## config.mk

```make
export PLATFORM = sky130hd
export DESIGN_NAME = wb_burst_drain
export DESIGN_NICKNAME = d
export VERILOG_FILES = /design/src/rtl/wb_burst_drain.sv
export SDC_FILE = /design/constraint.sdc
export NUM_CORES = 1
export LEC_CHECK = 0
export BUFFER_PORTS_ARGS = -buffer_cell sky130_fd_sc_hd__buf_2
export CAP_MARGIN = 15
export CORE_UTILIZATION = 40
export DETAILED_ROUTE_END_ITERATION = 7
export GPL_TIMING_DRIVEN = 0
export PLACE_DENSITY = 0.76
export SYNTH_ARGS = -nofsm -noshare
export SYNTH_HDL_FRONTEND = slang
export SYNTH_SLANG_ARGS = --single-unit
```

## constraint.sdc

```tcl
create_clock -name clk_i -period 2.2 [get_ports clk_i]
set_clock_uncertainty 0.05 [all_clocks]
set_input_delay 0.44 -clock clk_i [delete_from_list [all_inputs] [get_ports clk_i]]
set_output_delay 0.44 -clock clk_i [all_outputs]
set_load 0.01 [all_outputs]
```

## src/rtl/wb_burst_drain.sv

```systemverilog
// rtl/wb_burst_drain.sv - write-back burst master draining header+line records from the show-ahead fifo
// Each record becomes one LINE_WORDS-beat valid/ready write burst at the header's word-aligned address.
module wb_burst_drain #(
  parameter int DATA_W     = 32,
  parameter int LINE_WORDS = 4,
  parameter int CNT_W      = 16
) (
  input  logic              clk_i,
  input  logic              rstn_i,
  input  logic [DATA_W-1:0] fifo_data_i,
  input  logic              fifo_empty_i,
  output logic              fifo_pop_o,
  output logic              mem_valid_o,
  input  logic              mem_ready_i,
  output logic [DATA_W-1:0] mem_addr_o,
  output logic [DATA_W-1:0] mem_data_o,
  output logic              mem_last_o,
  output logic              busy_o,
  output logic [CNT_W-1:0]  bursts_o
);

  localparam int                BEAT_W    = $clog2(LINE_WORDS);
  localparam logic [BEAT_W-1:0] LAST_BEAT = BEAT_W'(LINE_WORDS - 1);

  typedef enum logic [1:0] {
    ST_IDLE,
    ST_FETCH,
    ST_SEND
  } state_e;

  state_e             state_q, state_d;
  logic [DATA_W-1:0]  base_q, base_d;
  logic [BEAT_W-1:0]  beat_q, beat_d;
  logic               valid_q, valid_d;
  logic [DATA_W-1:0]  addr_q, addr_d;
  logic [DATA_W-1:0]  data_q, data_d;
  logic               last_q, last_d;
  logic [CNT_W-1:0]   bursts_q, bursts_d;

  logic               pop_c;
  logic               hs;
  logic [BEAT_W-1:0]  beat_inc;
  logic [DATA_W-1:0]  beat_addr;

  assign hs        = valid_q & mem_ready_i;
  assign beat_inc  = beat_q + BEAT_W'(1);
  assign beat_addr = base_q + DATA_W'({beat_q, 2'b00});

  always_comb begin
    state_d  = state_q;
    base_d   = base_q;
    beat_d   = beat_q;
    valid_d  = valid_q;
    addr_d   = addr_q;
    data_d   = data_q;
    last_d   = last_q;
    bursts_d = bursts_q;
    pop_c    = 1'b0;

    case (state_q)
      ST_IDLE: begin
        // Any word seen here is taken as a header; framing is not checked.
        if (!fifo_empty_i) begin
          pop_c   = 1'b1;
          base_d  = {fifo_data_i[DATA_W-1:2], 2'b00};
          beat_d  = '0;
          state_d = ST_FETCH;
        end
      end

      ST_FETCH: begin
        if (!fifo_empty_i) begin
          pop_c   = 1'b1;
          data_d  = fifo_data_i;
          addr_d  = beat_addr;
          valid_d = 1'b1;
          last_d  = (beat_q == LAST_BEAT);
          state_d = ST_SEND;
        end
      end

      ST_SEND: begin
        if (hs) begin
          if (last_q) begin
            bursts_d = bursts_q + CNT_W'(1);
            valid_d  = 1'b0;
            last_d   = 1'b0;
            state_d  = ST_IDLE;
          end else begin
            beat_d = beat_inc;
            addr_d = addr_q + DATA_W'(4);
            // Refill in the handshake cycle so beats stay back-to-back.
            if (!fifo_empty_i) begin
              pop_c  = 1'b1;
              data_d = fifo_data_i;
              last_d = (beat_inc == LAST_BEAT);
            end else begin
              valid_d = 1'b0;
              last_d  = 1'b0;
              state_d = ST_FETCH;
            end
          end
        end
      end

      default: state_d = ST_IDLE;
    endcase
  end

  always_ff @(posedge clk_i or negedge rstn_i) begin
    if (!rstn_i) begin
      state_q  <= ST_IDLE;
      base_q   <= '0;
      beat_q   <= '0;
      valid_q  <= 1'b0;
      addr_q   <= '0;
      data_q   <= '0;
      last_q   <= 1'b0;
      bursts_q <= '0;
    end else begin
      state_q  <= state_d;
      base_q   <= base_d;
      beat_q   <= beat_d;
      valid_q  <= valid_d;
      addr_q   <= addr_d;
      data_q   <= data_d;
      last_q   <= last_d;
      bursts_q <= bursts_d;
    end
  end

  // Gated by reset so the fifo is never consumed while the block is held in reset.
  assign fifo_pop_o  = pop_c & rstn_i;
  assign mem_valid_o = valid_q;
  assign mem_addr_o  = addr_q;
  assign mem_data_o  = data_q;
  assign mem_last_o  = last_q;
  assign busy_o      = (state_q != ST_IDLE);
  assign bursts_o    = bursts_q;

endmodule

```

==> results of run 1 <==
cells in the mapped netlist (3+ instances only):
| library cell | number | area share (%) |
|---|---|---|
| nand2_1 | 45 | 2.9 |
| nand4_1 | 16 | 1.7 |
| nor4_2 | 3 | 0.64 |
| and3_1 | 13 | 1.4 |
| nand2b_1 | 4 | 0.43 |
| ha_1 | 6 | 1.3 |
| o221ai_1 | 3 | 0.45 |
| clkbuf_1 | 14 | 0.90 |
| o22ai_1 | 3 | 0.32 |
| mux2i_1 | 3 | 0.51 |
| and4_1 | 5 | 0.75 |
| and2_1 | 3 | 0.32 |
| nor3_1 | 15 | 1.3 |
| xor2_1 | 24 | 3.6 |
| a21oi_1 | 27 | 2.3 |
| mux2_2 | 53 | 10 |
| o21ai_1 | 8 | 0.68 |
| nor4_1 | 5 | 0.53 |
| or4_1 | 4 | 0.51 |
| o31ai_1 | 3 | 0.38 |
| nor2_1 | 31 | 2.0 |
| xnor2_1 | 16 | 2.4 |
| a211oi_1 | 8 | 1.0 |
| o21ai_0 | 22 | 1.9 |
| mux2_1 | 12 | 2.3 |
| inv_1 | 13 | 0.83 |
| nand3_1 | 29 | 2.5 |
| buf_2 | 13 | 1.1 |
| dfrtp_1 | 114 | 49 |
power breakdown:
part | internal, uW | switching (uW)
sequential | 3050 | 996
combinational | 2010 | 2250
clock | 1600 | 957
total | 6660 | 4210
timing repair:
action | in CTS | in global routing
resized for setup | 32 | 31
setup buffers | 7 | 12
hold endpoints to repair | 40 | 0
hold buffers | 2 | 0
pin swaps | 10 | 23
endpoints found under the setup margin | 87 | 89
gates cloned | 1 | 0
layout make-up:
class | instances | share of cell area (%)
Buffer | 26 | 2.06
Clock buffer | 22 | 6.06
Clock inverter | 9 | 1.09
Inverter | 13 | 0.637
Multi-Input combinational cell | 402 | 39.4
Sequential cell | 114 | 37.4
Tap cell | 180 | 2.94
Timing Repair Buffer | 140 | 10.5
per-layer routing:
layer	global-route usage [%]	share of wire, %	up-vias
li1	-	-	2338
met1	27.9	44	2466
met2	33.2	47	192
met3	5.58	5.9	27
met4	10.7	3.2	0
met5	0	0	-
logic make-up after synthesis:
kind of cell / synth area share (%)
other: 0.0639
xor gates and xnor gates: 5.97
buffers and inverters: 3.09
and+or+nand+nor: 17.5
DFF: 48.6
AOI/OAI and AO/OA: 10.2
adders and majority gates: 1.62
muxes: 13.0
state kept, by name, summed over array words and instances, names as in the netlist:
register     flops
base_q          30
mem_addr_o      30
beat_q           2
state_q          2
mem_valid_o      1
mem_data_o      32
mem_last_o       1
bursts_o        16
per-stage QoR:
stage          power, uW  setup slack (ns)  cell area [um2]  hold slack [ns]  std cells
2_1_floorplan       6440            0.0118             5880           0.0944        558
3_3_place_gp        7830             -1.25             6690            0.402        855
3_5_place_dp        7960            -0.395             6720            0.336        856
4_1_cts            10700           -0.0791             7490            0.182        896
5_1_grt            11600            -0.180             7660            0.192        906
6_report           10900            -0.105             7660            0.198        906
cell usage in the layout (no fill, tap or decap), types with 5 or more instances in the layout:
master / instances
dfrtp_1: 107
xor2_1: 23
mux2_1: 12
a21oi_1: 26
nand2_1: 42
a211oi_1: 7
o21ai_1: 7
nor3_1: 14
nand4_1: 16
dfrtp_2: 7
ha_1: 5
nor2_1: 30
buf_2: 123
clkbuf_16: 17
nand3_1: 27
and3_1: 12
buf_4: 24
clkbuf_1: 9
mux2_2: 53
inv_1: 12
xnor2_1: 14
and4_1: 5
nor4_1: 5
o21ai_0: 22
worst max path at each step:
stage | slack [ns] | end | depth (start not counted)
after CTS | -0.08 | mem_addr_o[30] | 9
after global placement | -1.25 | fifo_pop_o | 3
after global routing | -0.18 | mem_addr_o[24] | 10
after floorplan | 0.01 | mem_addr_o[30] | 9
final | -0.10 | mem_addr_o[24] | 10
after detailed placement | -0.40 | mem_data_o[1] | 6
==> reports/results.tsv, run 1 <==
stage	metric	value	unit
layout	antenna_cells	0	
critical_path	cp_num_buf_inv	3	
layout	seqCellArea	0.00286	mm2
placement	post-dp-hpwl	10600	um
synth	ys_seq_area_share	48.6	%
route	vias	5023	
critical_path	slowest_delay	0.40	ns
critical_path	rrSetupSlack	-0.10	ns
sta	setup_violations	8	
clock_network	root_buffer	clkbuf_16	
critical_path	reg2reg_depth	10	
synth	yosysUniqueCellTypes	62	
floorplan	fp.dieW	123	um
critical_path	crit_arrival	2.57	ns
critical_path	cp_top_family	simple AND/OR/NAND/NOR gates	
clock_network	htreeDepth	4	
min_path	hold_start	fifo_data_i[4]	
min_path	min_path_type	in -> reg	
critical_path	cp.required	2.46	ns
synth	syn_inst	557	
synth	async_reset_ff_share	100	%
clock_network	clkSlewWorstSetupHoldPaths	0.06	ns
sta	fin_crit_sh	105	%
route	vias_per_cell	5.54	
layout	syn_to_final_growth	30.5	%
status	status	finished, violations left	
floorplan	die_h	123	um
clock_network	clock_latency	0.42	ns
pwr	ir_drop	0.753	mV
sta	fin_crit	2.30	ns
layout	n_fill_cell	1249	
layout	multi_input_area	0.00301	mm2
sta	fin_ws	-0.105	ns
sta	rsz0062_at_grt	true	
min_path	worstHoldPathCells	2	
layout	fin_util	54.3	%
route	ant_nets	0	
clock_network	cts.path.max_buffers	2	
floorplan	design.core.area	0.0141	mm2
floorplan	initial_core_util	41.6	%
global_route	grt_pass1_vias	4822	
synth	syn_area_per_cell	10.5	um2
synth	synth_ff_type	dfrtp_1	
sta	hold_viol_final	0	
floorplan	dieArea	0.0152	mm2
layout	drive_gt1_share	38.7	%
critical_path	cp_slowest_cell	dfrtp_1	
global_route	antenna_found_initial	0	
sta	max_slew_margin	60.4	%
route	firstDrtPassIters	5	
critical_path	criticalPathCategory	reg -> reg	
floorplan	num_io_pins	120	
floorplan	num_rows	43	
critical_path	crit_path_start_kind	flip-flop	
sta	clock.fmax	434	MHz
flow_run	drv_cap	0	
clock_network	cts_tree	built	
critical_path	setup.worst_path.start	base_q[2]	
pwr	power_leakage	0.00339	uW
critical_path	cp_max_fo	5	
global_route	grt_max_degree	75	
synth	ys_seq_elements	114	
route	remaining_drc_errors	0	
sta	timing.setup.tns	-0.376	ns
route	drtIter0Drc	392	
critical_path	timing.rr.end	mem_addr_o[24]	
status	violations	negative setup slack	
global_route	grt_overflow	0	
placement	port_buffers	117	
synth	netlist_area	0.00587	mm2
global_route	grt_pass1_wl	24600	um
pwr	powerDensity	1420	mW/mm2
route	wl_per_cell	17.1	um
critical_path	path_cells	ha_4 -> inv_2 -> fa_2 -> and4b_1 -> clkbuf_8 -> and3_4 -> buf_4 -> nand3_2 -> xor2_1 -> a211oi_1	
critical_path	rr_startpoint	base_q[2]	
min_path	min_to	mem_data_o[4]	
clock_network	cts_buffers	17	
sta	slew_viol_final	0	
sta	worstMarginPinSlew	0.594	ns
placement	place.gp.congestion	0.878	
layout	fin_nets	757	
global_route	grtUsageTotal	21.5	%
clock_network	clock-sinks	114	
critical_path	end_kind	flip-flop	
route	routed_wl	15500	um
synth	synth_edf_count	0	
synth	synth_warnings	0	
Note: power is estimated with default switching activity, not from simulation.
==> run 2: changes to the inputs <==
--- a/config.mk
+++ b/config.mk
@@ -7,10 +7,12 @@
 export LEC_CHECK = 0
 export BUFFER_PORTS_ARGS = -buffer_cell sky130_fd_sc_hd__buf_2
 export CAP_MARGIN = 15
-export CORE_UTILIZATION = 40
+export CELL_PAD_IN_SITES_DETAIL_PLACEMENT = 0
+export CELL_PAD_IN_SITES_GLOBAL_PLACEMENT = 1
+export CORE_UTILIZATION = 43
 export DETAILED_ROUTE_END_ITERATION = 7
 export GPL_TIMING_DRIVEN = 0
-export PLACE_DENSITY = 0.76
+export PLACE_DENSITY = 0.92
 export SYNTH_ARGS = -nofsm -noshare
 export SYNTH_HDL_FRONTEND = slang
 export SYNTH_SLANG_ARGS = --single-unit
==> constraint.sdc (replaced) <==
create_clock -name clk_i -period 2.3 [get_ports clk_i]
set_clock_uncertainty 0.05 [all_clocks]
set_input_delay 0.46 -clock clk_i [delete_from_list [all_inputs] [get_ports clk_i]]
set_output_delay 0.46 -clock clk_i [all_outputs]
set_load 0.01 [all_outputs]
==> run 2 against run 1 <==
Effect of this change:
- the run still ends with negative setup slack left
- combinational power shrank 7.0%
- global-route usage grew 1.9 points
- critical endpoint is now fifo_pop_o
- die area shrank 6.9%
- largest cell class unchanged
- count of clock-buffer cells in the layout fell by 5
- via count hardly changed
- total power down 2.8%
- core utilization up 2.6 points
- highest routed layer unchanged
==> reports/results.tsv, run 2 (synthesis results as in run 1) <==
stage	metric	value	unit	change
layout	largest_reg_flops	32		unchanged
layout	antenna_cells	0		unchanged
floorplan	initial_core_util	44.1	%	+2.5 points
route	firstDrtPassIters	5		unchanged
route	vias	5025		+0.040%
pwr	ir_drop	0.745	mV	-1.0%
global_route	grt_pass1_wl	25700	um	+4.4%
critical_path	crit_arrival	1.80	ns	-0.77 ns
clock_network	clkSlewWorstSetupHoldPaths	0.06	ns	about the same
layout	multi_input_area	0.00292	mm2	-3.1%
status	violations	negative setup slack		
sta	clock.fmax	433	MHz	
pwr	p_sw_share	38.6	%	-0.065 points
critical_path	cp_max_fo	10		+5
route	routed_wl	15900	um	+2.4%
pwr	powerDensity	1400	mW/mm2	-1.7%
pwr	power_leakage	0.00331	uW	-2.2%
pwr	p_int	6480	uW	-2.7%
route	drtIter0Drc	494		+26%
floorplan	design.core.area	0.0133	mm2	-5.7%
clock_network	root_buffer	clkbuf_16		
floorplan	die_h	119	um	-3.5%
critical_path	crit_path_start_kind	flip-flop		
layout	seqCellArea	0.00286	mm2	about the same
global_route	antenna_found_initial	0		unchanged
global_route	grtUsageTotal	23.4	%	+1.9 points
sta	worstMarginPinSlew	0.574	ns	-0.0198 ns
floorplan	num_io_pins	120		unchanged
route	wl_per_cell	17.7	um	+3.7%
route	remaining_drc_errors	0		unchanged
sta	setup_violations	1		-7
clock_network	clock-sinks	114		unchanged
status	status	finished, violations left		
layout	final_cell_mix	buf_2, dfrtp_1, mux2_2		
critical_path	end_kind	output port		
layout	fin_nets	749		-1.1%
sta	fin_ws	-0.00966	ns	+0.0950 ns
pwr	comb_power_share	37.6	%	-1.7 points
clock_network	cts_tree	built		
placement	pre_cts_slack	-0.395	ns	+0.000295 ns
critical_path	criticalPathCategory	reg -> out		
sta	hold_viol_final	0		unchanged
layout	fin_util	56.9	%	+2.6 points
critical_path	cp.required	1.79	ns	-0.67 ns
floorplan	dieArea	0.0141	mm2	-6.9%
layout	syn_to_final_growth	28.9	%	
placement	port_buffers	117		unchanged
flow_run	drv_cap	0		unchanged
floorplan	fp.dieW	119	um	-3.5%
pwr	p_switching	4080	uW	-3.0%
sta	timing.setup.tns	-0.00966	ns	+0.367 ns
layout	final_common_cell	buf_2		
sta	max_slew_margin	61.7	%	+1.3 points
global_route	grt_overflow	0		unchanged
floorplan	num_rows	42		-2.3%
sta	slew_viol_final	0		unchanged
global_route	grt_max_degree	76		+1.3%
sta	rsz0062_at_grt	true		
sta	fin_crit_sh	100	%	
pwr	power.share.clock	25.7	%	+2.2 points
min_path	min_path_type	in -> reg		
sta	fin_crit	2.31	ns	
layout	drive_gt1_share	37.3	%	-1.4 points
clock_network	clock_latency	0.42	ns	about the same
clock_network	cts_buffers	17		unchanged
pwr	power_frac_seq	36.7	%	-0.5 points
global_route	grt_pass1_vias	5020		+4.1%
placement	post-dp-hpwl	11000	um	+3.9%
route	vias_per_cell	5.61		+1.3%
clock_network	cts.path.max_buffers	2		unchanged
layout	n_fill_cell	1170		-6.3%
route	ant_nets	0		unchanged
clock_network	htreeDepth	4		unchanged
placement	place.gp.congestion	0.882		+0.41%
[run 2: routing by layer]
layer / vias to the layer above / part of all wire, % / global-route usage, %
li1: 2319 / - / -
met1: 2481 / 43 / 29.6
met2: 195 / 49 / 38.0
met3: 30 / 5.9 / 6.23
met4: 0 / 2.1 / 9.65
met5: - / 0 / 0
[run 2: timing repair]
item | 4_1_cts | 5_1_grt
pin swaps | 1 | 8
setup endpoints to repair | 81 | 65
endpoints found under the hold margin | 39 | 0
hold buffers | 2 | 0
gates resized for setup | 20 | 25
setup buffers | 3 | 8
[run 2: per-stage QoR]
| stage | total power [uW] | hold slack [ns] | cells | instance area [um2] |
|---|---|---|---|---|
| after global routing | 11200 | 0.215 | 895 | 7560 |
| after floorplan | 6160 | 0.114 | 558 | 5870 |
| after detailed placement | 7660 | 0.349 | 852 | 6710 |
| after CTS | 10500 | 0.203 | 887 | 7450 |
| after global placement | 7490 | 0.403 | 851 | 6680 |
| final | 10600 | 0.219 | 895 | 7560 |
[run 2: cell type report]
cell class | instances | share of cell area, %
multi-input combinational | 402 | 38.6
buffer | 27 | 2.23
clock inverter | 15 | 2.41
timing repair buffer | 131 | 9.76
tap | 176 | 2.91
inverter | 13 | 0.645
sequential | 114 | 37.8
clock buffer | 17 | 5.62
[run 2: worst paths after layout]
check | from | endpoint | slack (ns) | cells past startpoint
max | mem_valid_o | fifo_pop_o | -0.01 | 7
min | fifo_data_i[2] | base_q[2] | 0.22 | 2
max reg2reg | beat_q[0] | mem_addr_o[30] | 0.04 | 8
min reg2reg | bursts_o[15] | bursts_o[15] | 0.42 | 1
max in group asynchronous | rstn_i | base_q[6] | 1.27 | 3
min in group asynchronous | rstn_i | bursts_o[11] | 0.54 | 3
[run 2: worst max-delay path, stage by stage (launching register included)]
cell       delay [ns]
dfrtp_1          0.42
and4b_1          0.22
buf_6            0.14
nand2_4          0.07
clkbuf_16        0.15
nand2_1          0.06
and3_4           0.20
buf_6            0.11
[run 2: power groups by stage]
stage / clock network (uW) / logic (uW) / registers [uW]
CTS: 2760 / 3910 / 3840
global route: 2840 / 4330 / 4010
detailed placement: 0 / 3820 / 3840
global placement: 0 / 3710 / 3780
finish: 2720 / 3970 / 3880
floorplan: 0 / 2230 / 3920
